[config.mk]
export PLATFORM = sky130hd
export DESIGN_NAME = move_scheduler
export DESIGN_NICKNAME = d
export VERILOG_FILES = /design/src/rtl/tetris_pkg.sv /design/src/rtl/move_fifo.sv /design/src/rtl/move_scheduler.sv
export SDC_FILE = /design/constraint.sdc
export NUM_CORES = 1
export LEC_CHECK = 0
export CORE_MARGIN = 5
export CORE_UTILIZATION = 42
export CTS_CLUSTER_DIAMETER = 80
export DETAILED_ROUTE_END_ITERATION = 10
export PLACE_DENSITY = 0.69
export SLEW_MARGIN = 20
export SYNTH_ARGS = -nofsm -noshare
export SYNTH_HDL_FRONTEND = slang
export SYNTH_SLANG_ARGS = --single-unit
[constraint.sdc]
create_clock -name CLOCK_50 -period 6.7 [get_ports CLOCK_50]
set_input_delay 1.34 -clock CLOCK_50 [delete_from_list [all_inputs] [get_ports CLOCK_50]]
set_output_delay 1.34 -clock CLOCK_50 [all_outputs]
set_load 0.01 [all_outputs]
[src/rtl/tetris_pkg.sv]
// Shared encodings for the Tetris move path: command codes, PS/2 scan codes,
// arbiter states and the keyboard make-code decoder.
package tetris_pkg;

    localparam int unsigned FIFO_DEPTH_DEFAULT = 4;

    typedef enum logic [2:0] {
        OP_LEFT    = 3'd0,
        OP_RIGHT   = 3'd1,
        OP_DOWN    = 3'd2,
        OP_ROTATE  = 3'd3,
        OP_GRAVITY = 3'd4
    } cmd_op_e;

    typedef enum logic {
        ST_IDLE,
        ST_ISSUE
    } arb_state_e;

    localparam logic [7:0] SC_BREAK       = 8'hF0;
    localparam logic [7:0] SC_EXT         = 8'hE0;
    localparam logic [7:0] SC_KEY_A       = 8'h1C;
    localparam logic [7:0] SC_KEY_D       = 8'h23;
    localparam logic [7:0] SC_KEY_S       = 8'h1B;
    localparam logic [7:0] SC_KEY_W       = 8'h1D;
    localparam logic [7:0] SC_ARROW_LEFT  = 8'h6B;
    localparam logic [7:0] SC_ARROW_RIGHT = 8'h74;
    localparam logic [7:0] SC_ARROW_DOWN  = 8'h72;
    localparam logic [7:0] SC_ARROW_UP    = 8'h75;

    typedef struct packed {
        logic    hit;
        cmd_op_e op;
    } key_dec_t;

    function automatic key_dec_t decode_make(input logic [7:0] code, input logic ext);
        key_dec_t d;
        d.hit = 1'b1;
        d.op  = OP_LEFT;
        if (ext) begin
            case (code)
                SC_ARROW_LEFT:  d.op = OP_LEFT;
                SC_ARROW_RIGHT: d.op = OP_RIGHT;
                SC_ARROW_DOWN:  d.op = OP_DOWN;
                SC_ARROW_UP:    d.op = OP_ROTATE;
                default:        d.hit = 1'b0;
            endcase
        end else begin
            case (code)
                SC_KEY_A: d.op = OP_LEFT;
                SC_KEY_D: d.op = OP_RIGHT;
                SC_KEY_S: d.op = OP_DOWN;
                SC_KEY_W: d.op = OP_ROTATE;
                default:  d.hit = 1'b0;
            endcase
        end
        return d;
    endfunction

endpackage

[src/rtl/move_fifo.sv]
// Small synchronous FIFO of 3-bit move commands with occupancy count and flush.
// A push into a full FIFO is accepted only when a pop happens in the same cycle.
module move_fifo #(
    parameter int unsigned DEPTH = 4
) (
    input  logic                     clk,
    input  logic                     rst_n,
    input  logic                     flush,
    input  logic                     push,
    input  logic                     pop,
    input  logic [2:0]               din,
    output logic [2:0]               dout,
    output logic [$clog2(DEPTH):0]   count,
    output logic                     full,
    output logic                     empty
);

    localparam int unsigned AW = $clog2(DEPTH);
    localparam logic [AW:0] FULL_COUNT = DEPTH[AW:0];

    logic [2:0]    mem [DEPTH];
    logic [AW-1:0] wr_ptr;
    logic [AW-1:0] rd_ptr;
    logic          do_push;
    logic          do_pop;

    assign empty   = (count == '0);
    assign full    = (count == FULL_COUNT);
    assign do_pop  = pop && !empty;
    assign do_push = push && (!full || do_pop);
    assign dout    = mem[rd_ptr];

    always_ff @(posedge clk or negedge rst_n) begin
        if (!rst_n) begin
            wr_ptr <= '0;
            rd_ptr <= '0;
            count  <= '0;
        end else if (flush) begin
            wr_ptr <= '0;
            rd_ptr <= '0;
            count  <= '0;
        end else begin
            if (do_push) wr_ptr <= wr_ptr + 1'b1;
            if (do_pop)  rd_ptr <= rd_ptr + 1'b1;
            case ({do_push, do_pop})
                2'b10:   count <= count + 1'b1;
                2'b01:   count <= count - 1'b1;
                default: count <= count;
            endcase
        end
    end

    always_ff @(posedge clk) begin
        if (do_push && !flush) mem[wr_ptr] <= din;
    end

endmodule

[src/rtl/move_scheduler.sv]
// Turns PS/2 key bytes and gravity ticks into a serialized stream of board moves,
// buffering keys in a FIFO and giving gravity priority at the arbiter.
module move_scheduler
    import tetris_pkg::*;
#(
    parameter int unsigned FIFO_DEPTH = FIFO_DEPTH_DEFAULT
) (
    input  logic                          CLOCK_50,
    input  logic                          Resetn,
    input  logic [7:0]                    scan_data,
    input  logic                          scan_valid,
    input  logic                          game_active,
    input  logic                          gravity_tick,
    input  logic                          cmd_ack,
    output logic                          cmd_valid,
    output logic [2:0]                    cmd_op,
    output logic [$clog2(FIFO_DEPTH):0]   fifo_count,
    output logic                          overflow
);

    arb_state_e state;
    arb_state_e state_nxt;
    cmd_op_e    cmd_op_q;
    logic       break_pend;
    logic       ext_pend;
    logic       grav_pend;
    key_dec_t   key_dec;
    logic       key_push;
    logic       take_grav;
    logic       take_key;
    logic [2:0] fifo_dout;
    logic       fifo_full;
    logic       fifo_empty;

    // Decoder state keeps tracking even outside gameplay so a prefix byte is never lost.
    always_ff @(posedge CLOCK_50 or negedge Resetn) begin
        if (!Resetn) begin
            break_pend <= 1'b0;
            ext_pend   <= 1'b0;
        end else if (scan_valid) begin
            if (break_pend) begin
                break_pend <= 1'b0;
                ext_pend   <= 1'b0;
            end else if (scan_data == SC_BREAK) begin
                break_pend <= 1'b1;
            end else if (scan_data == SC_EXT) begin
                ext_pend <= 1'b1;
            end else begin
                ext_pend <= 1'b0;
            end
        end
    end

    assign key_dec  = decode_make(scan_data, ext_pend);
    assign key_push = scan_valid && !break_pend && key_dec.hit && game_active;

    move_fifo #(
        .DEPTH (FIFO_DEPTH)
    ) u_fifo (
        .clk   (CLOCK_50),
        .rst_n (Resetn),
        .flush (!game_active),
        .push  (key_push),
        .pop   (take_key),
        .din   (key_dec.op),
        .dout  (fifo_dout),
        .count (fifo_count),
        .full  (fifo_full),
        .empty (fifo_empty)
    );

    // A tick arriving in the same cycle gravity is issued re-arms the pending flag.
    always_ff @(posedge CLOCK_50 or negedge Resetn) begin
        if (!Resetn) begin
            grav_pend <= 1'b0;
        end else if (!game_active) begin
            grav_pend <= 1'b0;
        end else if (gravity_tick) begin
            grav_pend <= 1'b1;
        end else if (take_grav) begin
            grav_pend <= 1'b0;
        end
    end

    always_ff @(posedge CLOCK_50 or negedge Resetn) begin
        if (!Resetn) begin
            overflow <= 1'b0;
        end else if (!game_active) begin
            overflow <= 1'b0;
        end else if (key_push && fifo_full && !take_key) begin
            overflow <= 1'b1;
        end
    end

    always_ff @(posedge CLOCK_50 or negedge Resetn) begin
        if (!Resetn) begin
            state <= ST_IDLE;
        end else begin
            state <= state_nxt;
        end
    end

    always_comb begin
        state_nxt = state;
        if (!game_active) begin
            state_nxt = ST_IDLE;
        end else begin
            case (state)
                ST_IDLE:  if (take_grav || take_key) state_nxt = ST_ISSUE;
                ST_ISSUE: if (cmd_ack) state_nxt = ST_IDLE;
                default:  state_nxt = ST_IDLE;
            endcase
        end
    end

    always_comb begin
        cmd_valid = (state == ST_ISSUE);
        take_grav = 1'b0;
        take_key  = 1'b0;
        if (state == ST_IDLE && game_active) begin
            take_grav = grav_pend;
            take_key  = !grav_pend && !fifo_empty;
        end
    end

    always_ff @(posedge CLOCK_50 or negedge Resetn) begin
        if (!Resetn) begin
            cmd_op_q <= OP_LEFT;
        end else if (take_grav) begin
            cmd_op_q <= OP_GRAVITY;
        end else if (take_key) begin
            cmd_op_q <= cmd_op_e'(fifo_dout);
        end
    end

    assign cmd_op = cmd_op_q;

endmodule

### After elaboration in Yosys (flattened, before gate mapping)

Memories as Yosys holds them, arrays and structs flattened.
Cells that the tools add are included.

| word-level totals | value |
|---|---|
| register bits | 15 |
| latch bits | 0 |
| memory bits (writable) | 12 |
| memory bits (read-only) | 0 |
| input bits | 14 |
| output and inout port bits | 8 |
| word-level logic and storage cells | 87 |
| memories | 1 |

Memories:

| memory | words | bits a word | rd ports | clocked after memory_dff | write ports | line | text |
|---|---|---|---|---|---|---|---|
| u_fifo.mem | 4 | 3 | 1 | 0 | 1 | move_fifo.sv:21 | `logic [2:0] mem [DEPTH];` |

| cells by class | value |
|---|---|
| $add $sub $neg | 4 |
| $mul | 0 |
| divide/modulo/power cells | 0 |
| order comparisons | 0 |
| equal/unequal tests | 19 |
| shifts and indexed selects | 0 |
| muxes and demuxes | 31 |
| bitwise operators | 1 |
| reductions and logical operators | 22 |

Operators by type and width:

| operator | number |
|---|---|
| 8-bit by 7-bit == test with 1-bit output (second input constant) | 4 |
| 8-bit by 5-bit == test with 1-bit output (second input constant) | 3 |
| 1-bit 2-to-1 mux | 19 |
| 8-bit == test (second input constant) | 2 |
| 2-bit case mux with 3 select lines | 2 |
| 1-bit logical AND | 10 |
| 3-bit 2-to-1 mux | 3 |
| 8-bit by 6-bit == test with 1-bit output (second input constant) | 1 |
| 2-bit 2-to-1 mux | 4 |
| 4-bit OR reduction | 2 |
| 2-bit by 1-bit inequality test with 1-bit output (second input constant) | 3 |
| 3-bit by 1-bit inequality test with 1-bit output (second input constant) | 2 |
| 3-bit case mux with 2 select lines | 1 |
| 1-bit zero test | 5 |
| 2-bit by 1-bit adder with 2-bit output (second input constant) | 2 |
| 4-bit 2-to-1 mux | 1 |
| 3-bit by 1-bit adder with 3-bit output (second input constant) | 1 |
| 3-bit == test (second input constant) | 1 |
| 3-bit zero test | 1 |
| 3-bit by 1-bit subtractor with 3-bit output (second input constant) | 1 |
| 2-bit by 1-bit == test with 1-bit output (second input constant) | 1 |
| 2-bit == test (second input constant) | 1 |
| 1-bit logical OR | 2 |
| 2-bit inequality test (second input constant) | 1 |
| other kinds (4) | 4 |

### Longest topological paths before layout

Gate-level depths: netlist of run 1.

| logic depth | value |
|---|---|
| depth in word-level cells | 10 |
| gate-level depth with buffers | 9 |
| gate-level depth less buffers | 8 |

### Cells and area by module

Synthesis of run 1 repeated with hierarchy kept, for this count alone.

| second synthesis, totals | value |
|---|---|
| cells, all modules | 141 |
| area total of the unflattened synthesis | 1597.8 µm² |

By module, submodules not included:

| module | times used | cells an instance | area each (µm²) | seq. area each (µm²) |
|---|---|---|---|---|
| move_fifo | 1 | 80 | 1033.5 | 535.5 |
| move_scheduler | 1 | 61 | 564.3 | 200.2 |

### Worst setup path before layout of run 1

OpenSTA, ideal clock, no wires.

| path | value |
|---|---|
| path type | in2reg |
| from | input port scan_data[0] |
| to | register u_fifo.count[2] |
| library setup time | 0.099 ns |
| data arrival time | 3.316 ns |
| data required time | 6.601 ns |
| path slack | 3.284 ns |
| stages on the path | 9 |
| path buffers | 1 |
| cells stage by stage | buf_6 > or3b_1 > a211oi_2 > o2111ai_2 > o21ai_2 > fa_1 > nor3_1 > mux2_1 > a311oi_1 |

| between the ends | value |
|---|---|
| cells in the longest elaborated chain, start to end | 10 |
| elaborated cells on any way between the ends | 21 |
| those cells by class | 11 x eq/ne; 5 x mux; 5 x reduce/logical |

RTL lines:

| element | line | text |
|---|---|---|
| from (decl) | move_scheduler.sv:10 | `input logic [7:0] scan_data,` |
| 8-bit by 5-bit == test with 1-bit output, or another cell as far along | tetris_pkg.sv:49 | `case (code)` |
| 4-bit OR reduction (no line) | n/a |  |
| 1-bit 2-to-1 mux, on equally long branches | tetris_pkg.sv:49, tetris_pkg.sv:41 |  |
| 4-bit 2-to-1 mux * | tetris_pkg.sv:40 | `if (ext) begin` |
| 1-bit logical AND * (2 in a row) | move_scheduler.sv:55 | `assign key_push = scan_valid && !break_pend && key_dec.hit && game_active;` |
| 1-bit logical AND * | move_fifo.sv:30 | `assign do_push = push && (!full \|\| do_pop);` |
| 2-bit by 1-bit == test with 1-bit output or 2-bit == test (tied branches) | move_fifo.sv:45 | `case ({do_push, do_pop})` |
| 3-bit case mux with 2 select lines | move_fifo.sv:45 |  |
| 3-bit 2-to-1 mux | move_fifo.sv:38 | `end else if (flush) begin` |
| to (signal assigned) | move_fifo.sv:46 | `2'b10: count <= count + 1'b1;` |
| to (signal assigned) | move_fifo.sv:47 | `2'b01: count <= count - 1'b1;` |
| to (signal assigned) | move_fifo.sv:48 | `default: count <= count;` |
| to (decl) | move_fifo.sv:13 | `output logic [$clog2(DEPTH):0] count,` |

Every way passes the cells marked *; elsewhere a longest branch is shown, timed or not.
A chain may end at the register's enable or synchronous reset.

### Worst setup path in the final report of run 1

Same ends and word-level chain as after synthesis.

==> results of run 1 <==
registers in the layout, indices dropped and copies added (netlist names), 2 cells and up:
register	flops
u_fifo.rd_ptr	2
cmd_op	3
u_fifo.mem	8
u_fifo.count	3
u_fifo.wr_ptr	2
cells by family after synthesis:
family | count (synthesis) | synth area share (%)
muxes | 7 | 7.45
xor gates and xnor gates | 1 | 0.678
adders and majority gates | 5 | 5.42
buffers and inverters | 11 | 3.78
DFF | 23 | 47.6
AOI/OAI and AO/OA | 25 | 14.4
and+or+nand+nor | 46 | 20.6
area by class of cell:
type / instances / share of cell area, %
repair buffers: 21 / 13.5
multi-input cells: 84 / 40.5
inverters: 8 / 1.94
well taps: 33 / 2.66
clock buffers: 4 / 1.69
flip-flops and latches: 23 / 39.7
worst max path at each step:
| stage | endpoint | slack [ns] | cells after the start |
|---|---|---|---|
| after detailed placement | u_fifo.count[2] | 2.58 | 9 |
| after floorplan | u_fifo.count[2] | 3.28 | 9 |
| final | u_fifo.count[2] | 2.90 | 9 |
| after global routing | u_fifo.count[2] | 2.75 | 9 |
| after CTS | u_fifo.count[2] | 2.92 | 9 |
| after global placement | u_fifo.count[2] | 2.73 | 9 |
metrics by stage:
| step | cell area, um2 | util (%) | instances |
|---|---|---|---|
| detailed placement | 1530 | 50.8 | 169 |
| CTS | 1550 | 51.7 | 173 |
| global route | 1550 | 51.7 | 173 |
| floorplan | 1290 | - | 118 |
| finish | 1550 | 51.7 | 173 |
| global placement | 1530 | 50.8 | 169 |
worst max-delay path, stage by stage:
cell and delay, ns:
clkdlybuf4s50_1 0.55, or3b_1 0.45, a211oi_2 0.25, o2111ai_2 0.23, o21ai_2 0.30, fa_1 0.29
nor3_1 0.07, mux2_1 0.30, a311oi_1 0.23
synthesized netlist by cell type (2+ instances only):
library cell / n
clkbuf_1: 2
inv_1: 8
nand3b_1: 2
a22o_1: 3
edfxtp_1: 8
or3b_1: 2
nor2_1: 7
o22ai_1: 5
a21oi_1: 4
nand2b_1: 5
ha_1: 4
and2_1: 5
o21ai_1: 3
mux4_2: 2
nand2_1: 12
nor2b_1: 4
mux2i_1: 4
dfrtp_1: 15
power groups by stage:
stage | Combinational [mW] | Clock (mW) | Sequential (mW)
5_1_grt | 0.162 | 0.0693 | 0.194
6_report | 0.148 | 0.0622 | 0.190
4_1_cts | 0.150 | 0.0642 | 0.190
3_5_place_dp | 0.149 | 0 | 0.193
3_3_place_gp | 0.143 | 0 | 0.192
2_1_floorplan | 0.0799 | 0 | 0.198
layer usage:
layer  vias to the layer above  track usage [%]  part of all wire [%]
met5                         -                0                     0
met4                         0             5.70                   2.0
met3                         4             2.56                   4.1
met2                        26             23.4                    52
met1                       460             14.4                    41
li1                        472                -                     -
==> impl_metrics.tcl, run 1 <==
set metrics [dict create \
    status "finished clean" \
    power_density_nw_per_um2 258 \
    clkTransAtPathRegs_ns 0.12 \
    fin_crit_ns 3.80 \
    timing.rr.end "u_fifo.count[2]" \
    fin_ws_ns 2.90 \
    hold_viol_final 0 \
    antenna_found_initial 0 \
    fin_skew_ns 0.00962 \
    multi_input_comb_area_um2 628 \
    drc_errors 0 \
    fin_crit_sh_pct 56.8 \
    intPower_mw 0.268 \
    wl_per_cell_um 14.7 \
    fillers 268 \
    place_ws_ns 2.58 \
    whs_ns 0.512 \
    pwr-share-comb_pct 36.9 \
    initial_core_util_pct 43.0 \
    reg2reg_from "u_fifo.count[1]" \
    startpoint "scan_data[0]" \
    layout_commonest_cell "clkdlybuf4s50_1" \
    async_reset_ff_share_pct 65.2 \
    synth_edf_count 8 \
    yosysSeqAreaShare_pct 47.6 \
    worstSkewPairLatency_ns 0.30 \
    drt_pre_antenna_iters 4 \
    peakVddDrop_v 0.0000778 \
    place_congestion 0.823 \
    synth_seq_cells 23 \
    reg2reg_depth 7 \
    totalWireLength_um 2540 \
    root_buffer "clkbuf_4" \
    diodes 0 \
    register_area_um2 616 \
    clock.fmax_ghz 0.263 \
    grt_pass1_vias 1035 \
    synth_area_um2 1290 \
    path_class "in2reg" \
    whs_path_depth 1 \
    slew_headroom_pct 53.9 \
    layout.nets 160 \
    cts_setup_buffers 0 \
    clockBufferDepth 2 \
    syn-mean-instance-area_um2 11.0 \
    swShare_pct 33.0 \
    holdBufCountCts 0 \
    pwr-share-clk_pct 15.6 \
    die_y_um 65.5 \
    htree_num_levels 1 \
    core_um2 3000 \
    hp-class "reg2reg" \
    min_from "cmd_op[0]" \
    drt_iter0_drc 60 \
    port_buffers 21 \
    grt_pass1_wl_um 4370 \
    worstSetupStartpointType "primary input" \
    required_ns 6.92 \
    setup_viol 0 \
    synth_largest_area_cell "dfrtp_1" \
    ys_types 41 \
    vias 962 \
    worst_pin_slew_ns 0.689 \
    finalSetupTns_ns 0 \
    drv_slew 0 \
    ys_top_cells_by_area "dfrtp_1 (29%), edfxtp_1 (19%), ha_1 (3.9%)" \
    mostFrequentLayoutCells "clkdlybuf4s50_1 (21), dfrtp_1 (15), nand2_1 (12), inv_1 (8), edfxtp_1 (8)" \
    grt_use_total_pct 12.9 \
    crit_fanout 8 \
    cts_tree "done" \
    dieArea_um2 4290 \
    crit_path_end_kind "flip-flop" \
    ys.flop_type "dfrtp_1" \
    syn2layout_area_growth_pct 20.0 \
    synthCells 118 \
    p_switching_mw 0.132 \
    drv_cap 0 \
    drive_above_1_share_pct 7.86 \
    viasPerCell 5.56 \
    overflow 0 \
    cts_resized 0 \
    arrival_ns 4.02 \
    yosys_warnings 0 \
    p_total_mw 0.400 \
    min_to "cmd_op[0]" \
    leakage_nw 0.590 \
    yosys.area.top_type_share_pct 29.0 \
    seqPwrFrac_pct 47.5 \
    dpl.hpwl_um 1960 \
    rows 20 \
    die_w_um 65.5 \
    synth_nets 137 \
    grt_max_degree 16 \
    rsz0062_at_grt "false" \
    cts.sinks 23 \
    r2r_slack_ns 4.38 \
    ant_nets 0 \
    io_pins 22 \
    cts_made_buffers 3 \
]
No activity file was read; power rests on OpenSTA's default activity.
==> run 2: changes to the inputs <==
- PLACE_DENSITY: 0.69 -> 0.71
- clock period: 6.7 -> 3.2 ns (I/O delays scaled with it)
==> run 2 against run 1 <==
- utilization increased by 1.7 points
- design area grew 3.4%
- first-iteration DRC count fell by 55%
- sequential power increased by 110%
- critical endpoint unchanged
==> impl_metrics.tcl, run 2 (synthesis results as in run 1) <==
set metrics [dict create \
    antenna_found_initial 0 \
    root_buffer "clkbuf_4" \
    arrival_ns 3.02 \
    drc_errors 0 \
    leakage_nw 0.623 \
    fin_crit_sh_pct 87.8 \
    ant_nets 0 \
    grt_use_total_pct 12.5 \
    peakVddDrop_v 0.000164 \
    worstSetupStartpointType "primary input" \
    htree_num_levels 1 \
    final_area_um2 1600 \
    regMostFlops "u_fifo.mem" \
    crit_fanout 4 \
    drv_cap 0 \
    cts.sinks 23 \
    cts_setup_buffers 0 \
    overflow 0 \
    fin_crit_ns 2.81 \
    place_congestion 0.854 \
    required_ns 3.41 \
    clockBufferDepth 2 \
    power_density_nw_per_um2 531 \
    drv_slew 0 \
    crit_path_end_kind "flip-flop" \
    diodes 0 \
    layout_commonest_cell "clkdlybuf4s50_1" \
    io_pins 22 \
    wl_per_cell_um 13.4 \
    core_um2 3000 \
    mostFrequentLayoutCells "clkdlybuf4s50_1 (21), dfrtp_1 (15), nand2_1 (12), inv_1 (8), edfxtp_1 (8)" \
    die_y_um 65.5 \
    setup_viol 0 \
    worstSkewPairLatency_ns 0.30 \
    drt_iter0_drc 27 \
    clkTransAtPathRegs_ns 0.12 \
    rows 20 \
    port_buffers 21 \
    largest_register_ffs 8 \
    clock.fmax_ghz 0.356 \
    drive_above_1_share_pct 12.2 \
    cts_resized 0 \
    fin_skew_ns 0.00724 \
    cts_made_buffers 3 \
    totalWireLength_um 2400 \
    initial_core_util_pct 43.0 \
    grt_max_degree 16 \
    fin_ws_ns 0.390 \
    syn2layout_area_growth_pct 24.1 \
    slew_headroom_pct 55.5 \
    grt_pass1_wl_um 4210 \
    hold_viol_final 0 \
    vias 973 \
    finalSetupTns_ns 0 \
    worst_pin_slew_ns 0.666 \
    holdBufCountCts 0 \
    dpl.hpwl_um 1930 \
    status "finished clean" \
    dpl_cell_area_um2 1580 \
    grt_pass1_vias 979 \
    cts_tree "done" \
    drt_pre_antenna_iters 4 \
    final_core_util_pct 53.4 \
    viasPerCell 5.41 \
    fillers 286 \
    layout.nets 167 \
    path_class "in2reg" \
    dieArea_um2 4290 \
    rsz0062_at_grt "false" \
    die_w_um 65.5 \
    hp-class "reg2reg" \
    place_ws_ns 0.0895 \
]
run 2: changes by cell type in the layout (fill, tap and decap cells not counted), sizes merged:
cell and change:
buf +7
run 2: cell type report:
type | count | area [um2] | area share, %
clock buffers | 4 | 26.3 | 1.64
repair buffers | 28 | 263 | 16.4
inverters | 8 | 30.0 | 1.87
flip-flops and latches | 23 | 616 | 38.4
multi-input cells | 84 | 628 | 39.2
well taps | 33 | 41.3 | 2.57
run 2: through the flow:
| stage | hold slack, ns | power (mW) | std cells |
|---|---|---|---|
| floorplan | 0.344 | 0.581 | 118 |
| global placement | 0.478 | 0.722 | 176 |
| detailed placement | 0.487 | 0.732 | 176 |
| CTS | 0.518 | 0.861 | 180 |
| global route | 0.530 | 0.916 | 180 |
| finish | 0.511 | 0.852 | 180 |
run 2: worst paths after layout:
| kind | from | endpoint | slack [ns] | cells past startpoint |
|---|---|---|---|---|
| max | scan_data[1] | u_fifo.count[2] | 0.39 | 9 |
| min | overflow | overflow | 0.51 | 1 |
| max reg2reg | u_fifo.count[1] | u_fifo.count[2] | 1.04 | 7 |
| min reg2reg | overflow | overflow | 0.51 | 1 |
| max in group asynchronous | Resetn | u_fifo.wr_ptr[1] | 2.04 | 1 |
| min in group asynchronous | Resetn | u_fifo.count[0] | 0.73 | 1 |
run 2: where the power goes:
part           switching (mW)  internal [mW]  leakage [nW]  total (mW)
registers              0.0493          0.350         0.271       0.399
clock network          0.0798         0.0485        0.0150       0.128
logic                   0.147          0.177         0.337       0.325
run 2: critical path, cell delays in order:
cell and delay (ns):
clkdlybuf4s50_1 0.51, or3b_1 0.38, a211oi_2 0.25, o2111ai_2 0.17
o21ai_2 0.19, fa_1 0.27, nor3_1 0.07, mux2_1 0.30
a311oi_1 0.25
run 2: routing by layer:
layer,wire (um),global-route usage (%)
met1,1110,15.8
met2,1190,20.6
met3,109,2.74
met4,0,5.44
met5,0,0
